--- config.mk ---
export PLATFORM = sky130hd
export DESIGN_NAME = param_shift_register
export DESIGN_NICKNAME = d
export VERILOG_FILES = /design/src/rtl/param_shift_register.sv
export SDC_FILE = /design/constraint.sdc
export NUM_CORES = 1
export LEC_CHECK = 0
export ABC_AREA = 0
export CORE_UTILIZATION = 49
export DETAILED_ROUTE_END_ITERATION = 7
export PLACE_DENSITY_LB_ADDON = 0.1
export SLEW_MARGIN = 40
export SYNTH_ARGS = -nofsm -noshare
export SYNTH_HDL_FRONTEND = slang
export SYNTH_SLANG_ARGS = --single-unit
--- constraint.sdc ---
create_clock -name clk -period 2.7 [get_ports clk]
set_clock_uncertainty 0.1 [all_clocks]
set_input_delay 0.54 -clock clk [delete_from_list [all_inputs] [get_ports clk]]
set_output_delay 0.54 -clock clk [all_outputs]
set_load 0.05 [all_outputs]
--- src/rtl/param_shift_register.sv ---
// Parameterised shift/rotate/load register with a multi-step IDLE/RUN/DONE sequencer.
// Optional parity output is enabled by defining PSR_PARITY_EN.
module param_shift_register #(
  parameter int WIDTH = 8,
  parameter int CNT_W = 3
) (
  input  logic             clk,
  input  logic             rst_n,
  input  logic             ena,
  input  logic [2:0]       mode,
  input  logic             sin_left,
  input  logic             sin_right,
  input  logic [WIDTH-1:0] pin,
  input  logic             start,
  input  logic [CNT_W-1:0] count,
  output logic [WIDTH-1:0] q,
  output logic             sout_right,
  output logic             sout_left,
  output logic             busy,
`ifdef PSR_PARITY_EN
  output logic             parity,
`endif
  output logic             done
);

  typedef enum logic [1:0] {
    IDLE = 2'd0,
    RUN  = 2'd1,
    DONE = 2'd2
  } state_t;

  localparam logic [2:0] MODE_HOLD = 3'b000;
  localparam logic [2:0] MODE_SHR  = 3'b001;
  localparam logic [2:0] MODE_SHL  = 3'b010;
  localparam logic [2:0] MODE_LOAD = 3'b011;
  localparam logic [2:0] MODE_ROR  = 3'b100;
  localparam logic [2:0] MODE_ROL  = 3'b101;
  localparam logic [2:0] MODE_ASR  = 3'b110;

  state_t           state_q, state_d;
  logic [WIDTH-1:0] q_q, q_d;
  logic [CNT_W-1:0] rem_q, rem_d;
  logic [2:0]       op_q, op_d;

  logic [2:0]       op_sel;
  logic [WIDTH-1:0] shr_v, shl_v, ror_v, rol_v, asr_v;
  logic [WIDTH-1:0] step_v;

  function automatic logic is_multi(input logic [2:0] m);
    return (m == MODE_SHR) || (m == MODE_SHL) || (m == MODE_ROR) ||
           (m == MODE_ROL) || (m == MODE_ASR);
  endfunction

  // Per-bit candidate networks; the end bits pick up serial inputs or wrap-around.
  genvar gi;
  generate
    for (gi = 0; gi < WIDTH; gi++) begin : g_bit
      if (gi == WIDTH - 1) begin : g_msb
        assign shr_v[gi] = sin_left;
        assign ror_v[gi] = q_q[0];
        assign asr_v[gi] = q_q[WIDTH-1];
      end else begin : g_mid_hi
        assign shr_v[gi] = q_q[gi+1];
        assign ror_v[gi] = q_q[gi+1];
        assign asr_v[gi] = q_q[gi+1];
      end
      if (gi == 0) begin : g_lsb
        assign shl_v[gi] = sin_right;
        assign rol_v[gi] = q_q[WIDTH-1];
      end else begin : g_mid_lo
        assign shl_v[gi] = q_q[gi-1];
        assign rol_v[gi] = q_q[gi-1];
      end
    end
  endgenerate

  // While running, the latched op drives the datapath instead of the live mode input.
  assign op_sel = (state_q == RUN) ? op_q : mode;

  always_comb begin
    step_v = q_q;
    case (op_sel)
      MODE_SHR:  step_v = shr_v;
      MODE_SHL:  step_v = shl_v;
      MODE_LOAD: step_v = pin;
      MODE_ROR:  step_v = ror_v;
      MODE_ROL:  step_v = rol_v;
      MODE_ASR:  step_v = asr_v;
      default:   step_v = q_q;
    endcase
  end

  always_comb begin
    state_d = state_q;
    q_d     = q_q;
    rem_d   = rem_q;
    op_d    = op_q;
    if (ena) begin
      case (state_q)
        IDLE: begin
          if (start && is_multi(mode)) begin
            if (count != '0) begin
              op_d    = mode;
              rem_d   = count;
              state_d = RUN;
            end else begin
              state_d = DONE;
            end
          end else begin
            q_d = step_v;
          end
        end
        RUN: begin
          q_d   = step_v;
          rem_d = rem_q - CNT_W'(1);
          if (rem_q == CNT_W'(1)) begin
            state_d = DONE;
          end
        end
        DONE: begin
          state_d = IDLE;
        end
        default: begin
          state_d = IDLE;
        end
      endcase
    end
  end

  always_ff @(posedge clk or negedge rst_n) begin
    if (!rst_n) begin
      state_q <= IDLE;
      q_q     <= '0;
      rem_q   <= '0;
      op_q    <= MODE_HOLD;
    end else begin
      state_q <= state_d;
      q_q     <= q_d;
      rem_q   <= rem_d;
      op_q    <= op_d;
    end
  end

  assign q          = q_q;
  assign sout_right = q_q[0];
  assign sout_left  = q_q[WIDTH-1];
  assign busy       = (state_q != IDLE);
  assign done       = (state_q == DONE);
`ifdef PSR_PARITY_EN
  assign parity     = ^q_q;
`endif

endmodule

==> results of run 1 <==
[logic make-up after synthesis]
logic type | Yosys count | share of synthesized area, %
fa+ha+maj | 2 | 1.98
mux | 18 | 16.4
flops | 16 | 31.7
buf+inv | 23 | 8.93
simple gates | 48 | 22.0
xor+xnor | 2 | 1.39
compound gates | 31 | 17.6
[cell type report]
type / instances / area share (%)
clock buffer: 4 / 2.25
inverter: 12 / 2.80
multi-input combinational: 101 / 46.5
sequential: 16 / 24.9
tap: 30 / 2.33
timing repair buffer: 36 / 21.3
[metal layers]
layer	track usage, %	part of all wire [%]	vias to the layer above
met5	0	0	-
met4	8.33	2.0	0
met3	5.22	6.7	10
met2	41.6	50	57
met1	29.6	41	578
li1	-	-	569
[registers in the layout, summed over array words and instances, names as in the netlist]
signal and flops:
q 8, op_q 3, rem_q 3, state_q 2
[per-stage QoR]
| stage | area [um2] | setup slack (ps) | power [W] |
|---|---|---|---|
| 6_report | 1610 | 221 | 0.00203 |
| 3_3_place_gp | 1580 | 186 | 0.00183 |
| 3_5_place_dp | 1580 | 56.6 | 0.00186 |
| 5_1_grt | 1610 | 156 | 0.00217 |
| 2_1_floorplan | 1260 | 638 | 0.00153 |
| 4_1_cts | 1620 | 212 | 0.00204 |
[power breakdown]
| group | total [W] | internal (W) | switching, W |
|---|---|---|---|
| combinational | 0.00136 | 0.000573 | 0.000786 |
| clock | 0.000169 | 0.0000823 | 0.0000872 |
| sequential | 0.000506 | 0.000357 | 0.000148 |
| total | 0.00203 | 0.00101 | 0.00102 |
[worst max-delay path, stage by stage (launching register included)]
cell	delay, ps
sky130_fd_sc_hd__dfrtp_1	480
sky130_fd_sc_hd__or2_2	350
sky130_fd_sc_hd__clkdlybuf4s50_1	710
[cells in the final DEF (no fill, tap or decap), types with 4 or more instances in the layout]
cell type / netlist / routed
sky130_fd_sc_hd__a21oi_1: 6 / 6
sky130_fd_sc_hd__dfrtp_1: 16 / 16
sky130_fd_sc_hd__mux2_1: 5 / 5
sky130_fd_sc_hd__or3_1: 4 / 4
sky130_fd_sc_hd__inv_1: 12 / 12
sky130_fd_sc_hd__nand2_1: 9 / 9
sky130_fd_sc_hd__buf_4: 2 / 5
sky130_fd_sc_hd__clkdlybuf4s50_1: 0 / 30
sky130_fd_sc_hd__a221oi_1: 5 / 5
sky130_fd_sc_hd__mux2i_1: 5 / 5
sky130_fd_sc_hd__o21ai_0: 5 / 5
sky130_fd_sc_hd__nor3_1: 9 / 9
sky130_fd_sc_hd__mux2_2: 5 / 5
sky130_fd_sc_hd__nand3_1: 5 / 5
sky130_fd_sc_hd__nor2_1: 4 / 4
[path summary, 6_finish.rpt]
check / start / to / slack, ps
min reg2reg: q[3] / q[3] / 430
max in group asynchronous: rst_n / q[5] / 2180
max: state_q[1] / busy / 220
max reg2reg: state_q[1] / q[3] / 360
min in group clk: q[3] / q[3] / 430
min: rst_n / op_q[1] / 40
==> Flow_metrics.wiki, run 1 <==
{| class="wikitable"
! Metric !! Value
|-
| Leakage power of the design || 0.710 nW
|-
| Kind of end point of the critical path || primary output
|-
| Synth Cell Area || about 1300 um2
|-
| Die H || roughly 53 um
|-
| Detailed placement HPWL || roughly 2400 um
|-
| WL/cell || roughly 15 um
|-
| Total of cells resized after clock tree synthesis || 0
|-
| Layout cells sized above 1 || 12.4%
|-
| Footprint of the multi-input gates || 748 um2
|-
| Effective utilization at floorplan || 51.4%
|-
| Largest net degree at the start of global routing || 18
|-
| Final hold viol count || 0
|-
| Final number of max-transition violations || 0
|-
| Flip-flop and latch area || 400 um2
|-
| Fin util || 65.6%
|-
| Routed WL || roughly 3000 um
|-
| Clk_lat worst skew || approximately 300 ps
|-
| Number of setup violations in the final report || 0
|-
| Die width || 52.7 um
|-
| Status || finished clean
|-
| Synthesized instance count || 140
|-
| Standard-cell row count || 18
|-
| Post-Route Hold Slack || 39.1 ps
|-
| Number of placed I/O pins || 32
|-
| Hold buffer count at cts || 0
|-
| Remaining DRCs || 0
|-
| Area of the core || roughly 2500 um2
|-
| Biggest area contributors in the synthesized netlist || sky130_fd_sc_hd__dfrtp_1 (32%), sky130_fd_sc_hd__mux2_1 (4.5%), sky130_fd_sc_hd__mux2_2 (4.5%)
|-
| Setup Total Neg Slack || 0 ps
|-
| Total of buffers placed on input and output ports || 31
|-
| Area of the die || 2780 um2
|-
| Final weighted congestion in routability-driven placement || a little under 0.9
|-
| Count of maximum capacitance violations || 0
|-
| Via density per instance || 6.10
|-
| Yosys cell types || 44
|-
| Startpoint class of the critical path || flip-flop
|-
| Clock tree from TritonCTS || built
|-
| Final Critical Period || ~2500 ps
|-
| H-tree levels || 1
|-
| Actual transition at the worst max-transition pin || approximately 640 ps
|-
| Post-synthesis register bit count || 16
|-
| Hold Crit Class || in2async
|-
| Vias in the first global route || ~1,100
|-
| Syn. warnings || 0
|-
| Peak VDD IR || roughly 830 uV
|-
| Area delta synth->final || 27.7%
|-
| Remaining global-route overflow || 0
|-
| Total CTS buffers || 3
|-
| Final worst-path cycle share || 91.8%
|-
| PD cells || ~1300 nW/um2
|-
| Setup repair after global routing missed its margin || no
|-
| Remaining antenna violation count after routing || 0
|-
| Class of the most critical setup path || reg2out
|-
| Buffer depth of the longest clock path || 2
|-
| Number of cells in the finished layout apart from fillers || 199
|-
| Final net count || approximately 190
|-
| Yosys top cell by area || sky130_fd_sc_hd__dfrtp_1
|-
| Dominant cell by count in the synthesized netlist || sky130_fd_sc_hd__dfrtp_1
|-
| Total instance count after detailed placement || around 200
|-
| Root buffer selected by CTS || sky130_fd_sc_hd__clkbuf_4
|-
| Flip-flop cell with the highest count after synthesis || sky130_fd_sc_hd__dfrtp_1
|-
| Final-layout fill cell count || 204
|-
| Detailed-route via count || 1,214
|-
| Headroom to the max-slew limit || roughly 57%
|-
| Critical-path maximum fanout || 9
|-
| Data required time at the worst endpoint || 2060 ps
|-
| Count of inserted antenna diode cells || 0
|-
| Antenna violations before repair || 0
|-
| Crit path DAT || ~1800 ps
|-
| Fraction of synthesized cell area taken by the top area cell type || between 30% and 40%
|-
| Net count of the mapped netlist || ~160
|-
| Maximum clock frequency || approximately 400 MHz
|-
| Depth of the worst register-to-register path || 5
|-
| Initial detailed-routing violation count || 48
|-
| Global-route wire length before repair || between 4000 and 5000 um
|-
| Synth async-reset ratio || 100%
|-
| Number of enable flip-flop cells after synthesis || 0
|-
| First-pass iteration count of the detailed router || 4
|-
| Top cell types by occurrence after synthesis || sky130_fd_sc_hd__dfrtp_1 (16), sky130_fd_sc_hd__inv_1 (12), sky130_fd_sc_hd__nand2_1 (9), sky130_fd_sc_hd__nor3_1 (9), sky130_fd_sc_hd__a21oi_1 (6)
|-
| Sequential fraction of the synthesis area || a little under a third
|-
| Number of post-CTS setup repair buffers || 0
|-
| CTS sink count || 16
|-
| Clk pin slew, worst setup/hold paths || roughly 110 ps
|-
| Total routing usage reported by global routing || 24.2%
|-
| Post-synthesis average cell area || ~9 um2
|}
No activity file was read; power rests on OpenSTA's default activity.
==> inputs of run 2 (changes only) <==
--- a/config.mk
+++ b/config.mk
@@ -6,6 +6,7 @@
 export NUM_CORES = 1
 export LEC_CHECK = 0
 export ABC_AREA = 0
+export CORE_MARGIN = 5
 export CORE_UTILIZATION = 49
 export DETAILED_ROUTE_END_ITERATION = 7
 export PLACE_DENSITY_LB_ADDON = 0.1
==> run 2 against run 1 <==
Wire length increased by 5.0%. Via count is 4.4% lower. Final cell count decreased by 0.50%. Hold slack hardly changed. Combinational power hardly changed. Global-route usage fell by 4.9 points. Sequential power increased by 0.8%. Total power barely moved. Flip-flop and latch count unchanged. Sequential share of layout area up 0.12 points. Die area up 33%. Critical endpoint unchanged.
==> Flow_metrics.wiki, run 2 (synthesized netlist as in run 1, its figures left out) <==
{| class="wikitable"
! Metric !! Value
|-
| Status || finished clean
|-
| Peak VDD IR || between 900 and 1000 uV
|-
| Clock tree from TritonCTS || built
|-
| Number of placed I/O pins || 32
|-
| Count of maximum capacitance violations || 0
|-
| Most frequent cells in the layout || sky130_fd_sc_hd__clkdlybuf4s50_1 (30), sky130_fd_sc_hd__dfrtp_1 (16), sky130_fd_sc_hd__inv_1 (12), sky130_fd_sc_hd__nand2_1 (9), sky130_fd_sc_hd__nor3_1 (9)
|-
| Cell with the largest stage delay on the worst path || sky130_fd_sc_hd__clkdlybuf4s50_1
|-
| Die H || 60.7 um
|-
| Flip-flop count of the largest register, all copies and words added || 8
|-
| Effective utilization at floorplan || roughly half
|-
| Leakage power of the design || 0.705 nW
|-
| Total CTS buffers || 3
|-
| Startpoint class of the critical path || flip-flop
|-
| Number of post-CTS setup repair buffers || 0
|-
| Detailed placement HPWL || 2490 um
|-
| Ordered cell list for the critical path || or2_2 > clkdlybuf4s50_1
|-
| PD cells || 1270 nW/um2
|-
| Setup ws final || around 200 ps
|-
| Area of the die || ~3700 um2
|-
| Layout cells sized above 1 || 11.9%
|-
| Count of inserted antenna diode cells || 0
|-
| Routed WL || roughly 3200 um
|-
| Post-place instance area || about 1600 um2
|-
| Remaining DRCs || 0
|-
| Maximum clock frequency || 400 MHz
|-
| Clk pin slew, worst setup/hold paths || around 100 ps
|-
| Antenna violations before repair || 0
|-
| Max incr delay on CP || 710 ps
|-
| Vias in the first global route || between 1,000 and 1,500
|-
| Count of buffer and inverter cells on the critical path || 1
|-
| Final Critical Period || ~2500 ps
|-
| Clk_lat worst skew || around 300 ps
|-
| Class of the most critical setup path || reg2out
|-
| Total of buffers placed on input and output ports || 31
|-
| Number of setup violations in the final report || 0
|-
| Depth of the worst register-to-register path || 5
|-
| Standard-cell row count || 18
|-
| Headroom to the max-slew limit || between 50% and 60%
|-
| Crit path DAT || 1860 ps
|-
| Setup repair after global routing missed its margin || no
|-
| Placement Setup Slack || about 63 ps
|-
| Critical-path maximum fanout || 9
|-
| Setup Total Neg Slack || 0 ps
|-
| Via density per instance || between 5 and 6
|-
| Remaining antenna violation count after routing || 0
|-
| Area delta synth->final || 27.1%
|-
| Global-route wire length before repair || approximately 5400 um
|-
| Actual transition at the worst max-transition pin || about 700 ps
|-
| H-tree levels || 1
|-
| CTS sink count || 16
|-
| Initial detailed-routing violation count || 63
|-
| First-pass iteration count of the detailed router || 4
|-
| Final number of max-transition violations || 0
|-
| Root buffer selected by CTS || sky130_fd_sc_hd__clkbuf_4
|-
| Largest net degree at the start of global routing || 18
|-
| Final net count || between 150 and 200
|-
| Total of cells resized after clock tree synthesis || 0
|-
| Final hold viol count || 0
|-
| Final weighted congestion in routability-driven placement || 0.804
|-
| Design Area, Final || about 1600 um2
|-
| Fin util || between 60% and 70%
|-
| Hold buffer count at cts || 0
|-
| Final worst-path cycle share || 92.7%
|-
| Total number of cells along the worst setup path || 2
|-
| Data required time at the worst endpoint || between 2000 and 2500 ps
|-
| Dominant delay contributor by cell family on the critical path || buffers and inverters
|-
| Commonest non-fill, non-tap cell in the layout || sky130_fd_sc_hd__clkdlybuf4s50_1
|-
| Kind of end point of the critical path || primary output
|-
| Buffer depth of the longest clock path || 2
|-
| Remaining global-route overflow || 0
|-
| Die width || around 61 um
|-
| Post-Route Hold Slack || ~39 ps
|-
| Detailed-route via count || 1,160
|-
| Total routing usage reported by global routing || about 19%
|-
| Hold Crit Class || in2async
|-
| Area of the core || roughly 2500 um2
|-
| WL/cell || between 15 and 20 um
|}
[run 2: report_power, final]
group          switching (W)  total, W  internal [W]
clock network      0.0000835  0.000166     0.0000824
registers           0.000153  0.000510      0.000357
logic               0.000790   0.00136      0.000566
[run 2: worst reg2reg max path, cell delays in order, from the launching register on]
cell and delay, ps:
sky130_fd_sc_hd__dfrtp_1 520, sky130_fd_sc_hd__nand2b_1 600, sky130_fd_sc_hd__mux2_2 480, sky130_fd_sc_hd__nor3_1 170, sky130_fd_sc_hd__a221oi_1 90, sky130_fd_sc_hd__mux2_1 300
[run 2: final timing paths]
| check | startpoint | to | slack [ps] |
|---|---|---|---|
| min in group clk | rem_q[2] | rem_q[2] | 430 |
| setup / recovery | state_q[1] | busy | 200 |
| hold / removal | rst_n | op_q[1] | 40 |
| hold reg to reg | rem_q[2] | rem_q[2] | 430 |
| setup reg to reg | state_q[1] | q[4] | 340 |
| max in group asynchronous | rst_n | rem_q[2] | 2190 |
[run 2: layout make-up]
type                    count  area (um2)
flip-flops and latches     16         400
clock buffers               4        36.3
well taps                  30        37.5
repair buffers             35         335
multi-input cells         101         748
fillers                   215         875
inverters                  12        45.0
[run 2: routing by layer]
metal  routed length [um]  up-vias  GRT usage (%)
met1                 1390      553           24.5
met2                 1630       32           32.5
met5                    0        -              0
met4                   54        0           7.74
li1                     -      570              -
met3                  160        5           3.40
[run 2: through the flow]
stage	instances	total power [W]
6_report	198	0.00203
4_1_cts	198	0.00204
5_1_grt	198	0.00219
3_5_place_dp	194	0.00187
3_3_place_gp	194	0.00183
2_1_floorplan	140	0.00153
==> patch (config.mk and constraints of run 1) <==
Set the parameter `CNT_W` to 4 (it was 3).
--- a/src/rtl/param_shift_register.sv
+++ b/src/rtl/param_shift_register.sv
@@ -2,7 +2,7 @@
 // Optional parity output is enabled by defining PSR_PARITY_EN.
 module param_shift_register #(
   parameter int WIDTH = 8,
-  parameter int CNT_W = 3
+  parameter int CNT_W = 4
 ) (
   input  logic             clk,
   input  logic             rst_n,
Ports: changed (resized count); port bits go from 32 to 33. No check against the original RTL was run, so the function may have changed too.
==> patch against run 1 <==
Largest power group unchanged; synthesized area grew 1.2%; sequential cell count is 1 higher; clock power down 18%; combinational power decreased by 22%; design area rose by 0.62%; total power is 16% lower; highest routed layer unchanged; sequential power up 2%; core utilization shrank 0.19 points; critical path type unchanged; setup slack gained 0.032 ns; final cell count fell by 2.0%; wire length shrank 3.5%.
==> patch: results (changes against run 1) <==
- The run finished with clean final reports.
* Areal power density over the cells: 1060 nW/µm² (-16%)
- The total routing resource utilization after global routing was 24.1% (-0.18 points).
- Count of TritonRoute iterations in the first routing pass: 4 (unchanged)
* Largest vdd supply drop: 0.826 mV (-0.91%)
- The XOR/XNOR share of the synthesized area was 0% (-1.4 points).
* Post-DP HPWL: 2240 µm (-4.9%)
- Buffer type at the clock tree root: clkbuf_4
- Multiplexer share of the synthesized area: 17.2% (+0.79 points)
- P_leak: 0.000702 µW (-1.2%)
- Cell-internal power: 860 µW (-15%)
- Main synth FF type: dfrtp_1
* Number of flip-flops in the largest register: 8 (unchanged)
- Maximum number of pins on one net before global-route repair: 21 (+3)
- The worst slack after detailed placement was 0.103 ns (+0.0463 ns).
* Kind of path behind the tightest hold check: input pin to async pin
- The largest single stage delay on the critical path is 0.70 ns.
* Final nets: 189 (-1.6%)
* Measured slew at the worst slew-check pin: 0.589 ns (-0.0543 ns)
* Post-CTS Setup Bufs: 0 (unchanged)
* Sequential group power: 518 µW (+2%)
- Cell type of the slowest stage on the worst timing path: clkdlybuf4s50_1
- The part of the total power dissipated in combinational logic is 61.9% (-4.9 points).
* Synth top cells by count: 17 x dfrtp_1, 13 x o21ai_0, 12 x mux2i_1, 11 x inv_1, 11 x nand2_1
- The kind of cell with the highest combined delay along the critical path is buffers and inverters.
- The synthesized net count is 155 (-4.3%).
- Portion of the post-synthesis area used by sequential elements: 33.3% (+1.6 points)
- The post-cts repair resize count was 0 (unchanged).
- The clock reaches the later pin of the worst-skew pair after ~0.29 ns.
* Synth warn: 0 (unchanged)
- Post-Route Setup TNS: 0 ns (unchanged)
- Wire length of the first global-routing pass: 4850 µm (+0.14%)
* Number of CTS-inserted buffers: 3 (unchanged)
- The routability-driven placement congestion ratio was 0.772 (-11%).
- The final wirelength came to 2970 µm (-3.5%).
- The number of diodes came to 0 (unchanged).
* Clock-pin slew reported for the worst setup and hold paths after clock tree synthesis: roughly 0.1 ns
* Initial antenna violation count: 0 (unchanged)
- Following the worst setup path forward leads to its endpoint at busy.
- The shortest period the worst path allows was 2.45 ns (-0.0324 ns).
* Buffers from clock root to sink, at most: 2 (unchanged)
- The maximum level of the CTS H-tree was 1 (unchanged).
* Setup slack of the worst register-to-register path: 0.46 ns (+0.10 ns)
* I/O Buffers: 32 (+3.2%)
- The compound-gate portion of the synthesized area came to 20.4% (+2.8 points).
* Largest cells by area after synthesis: dfrtp_1 33%, mux2i_1 9.4%, o21ai_0 5.1%
- The count of distinct cell types in the synthesized netlist was 39 (-11%).
- Worst setup path startpoint: state_q[0]
- The peak fanout along the critical path was 10 (+1).
- The startpoint identified for the worst register-to-register timing path is state_q[1].
* Max-cap check violation count: 0 (unchanged)
- Critical R2R Capture: q[4]
* Post-Place Cell Area: 1600 µm² (+1.3%)
- Drt first-iter violations: 22 (-54%)
- Number of vias in the routed layout: 1138 (-6.3%)
* Number of fillers in the final layout: 211 (+3.4%)
- The adder-cell area share of the yosys netlist is 1.96% (-0.023 points).
- The fraction of layout cells with a size suffix above 1 came to 14.5% (+2.1 points).
patch: changes by cell type after synthesis, sizes merged, moves of 5 or more:
cell,run 1,this run
mux2i,6,15
mux2,12,4
nor3,9,1
o21ai,5,13
nor2,4,10
o221ai,0,6
a221oi,5,0
patch: area by class of cell:
cell class | count | area, µm² | area share (%)
clock buffers | 4 | 26.3 | 1.62
inverters | 11 | 41.3 | 2.55
multi-input cells | 97 | 744 | 45.9
flip-flops and latches | 17 | 425 | 26.3
well taps | 30 | 37.5 | 2.32
repair buffers | 36 | 345 | 21.3
patch: layer usage:
layer / part of all wire [%] / global-route usage, % / vias up
met4: 1.8 / 9.21 / 0
met3: 3.7 / 3.74 / 7
met2: 48 / 39.2 / 35
met1: 47 / 31.7 / 545
li1: - / - / 551
met5: 0 / 0 / -
patch: stage by stage:
step                      instances  hold slack [ns]
after global placement          191            0.423
final                           195           0.0462
after floorplan                 132            0.144
after global routing            195           0.0784
after CTS                       195            0.476
after detailed placement        191            0.450
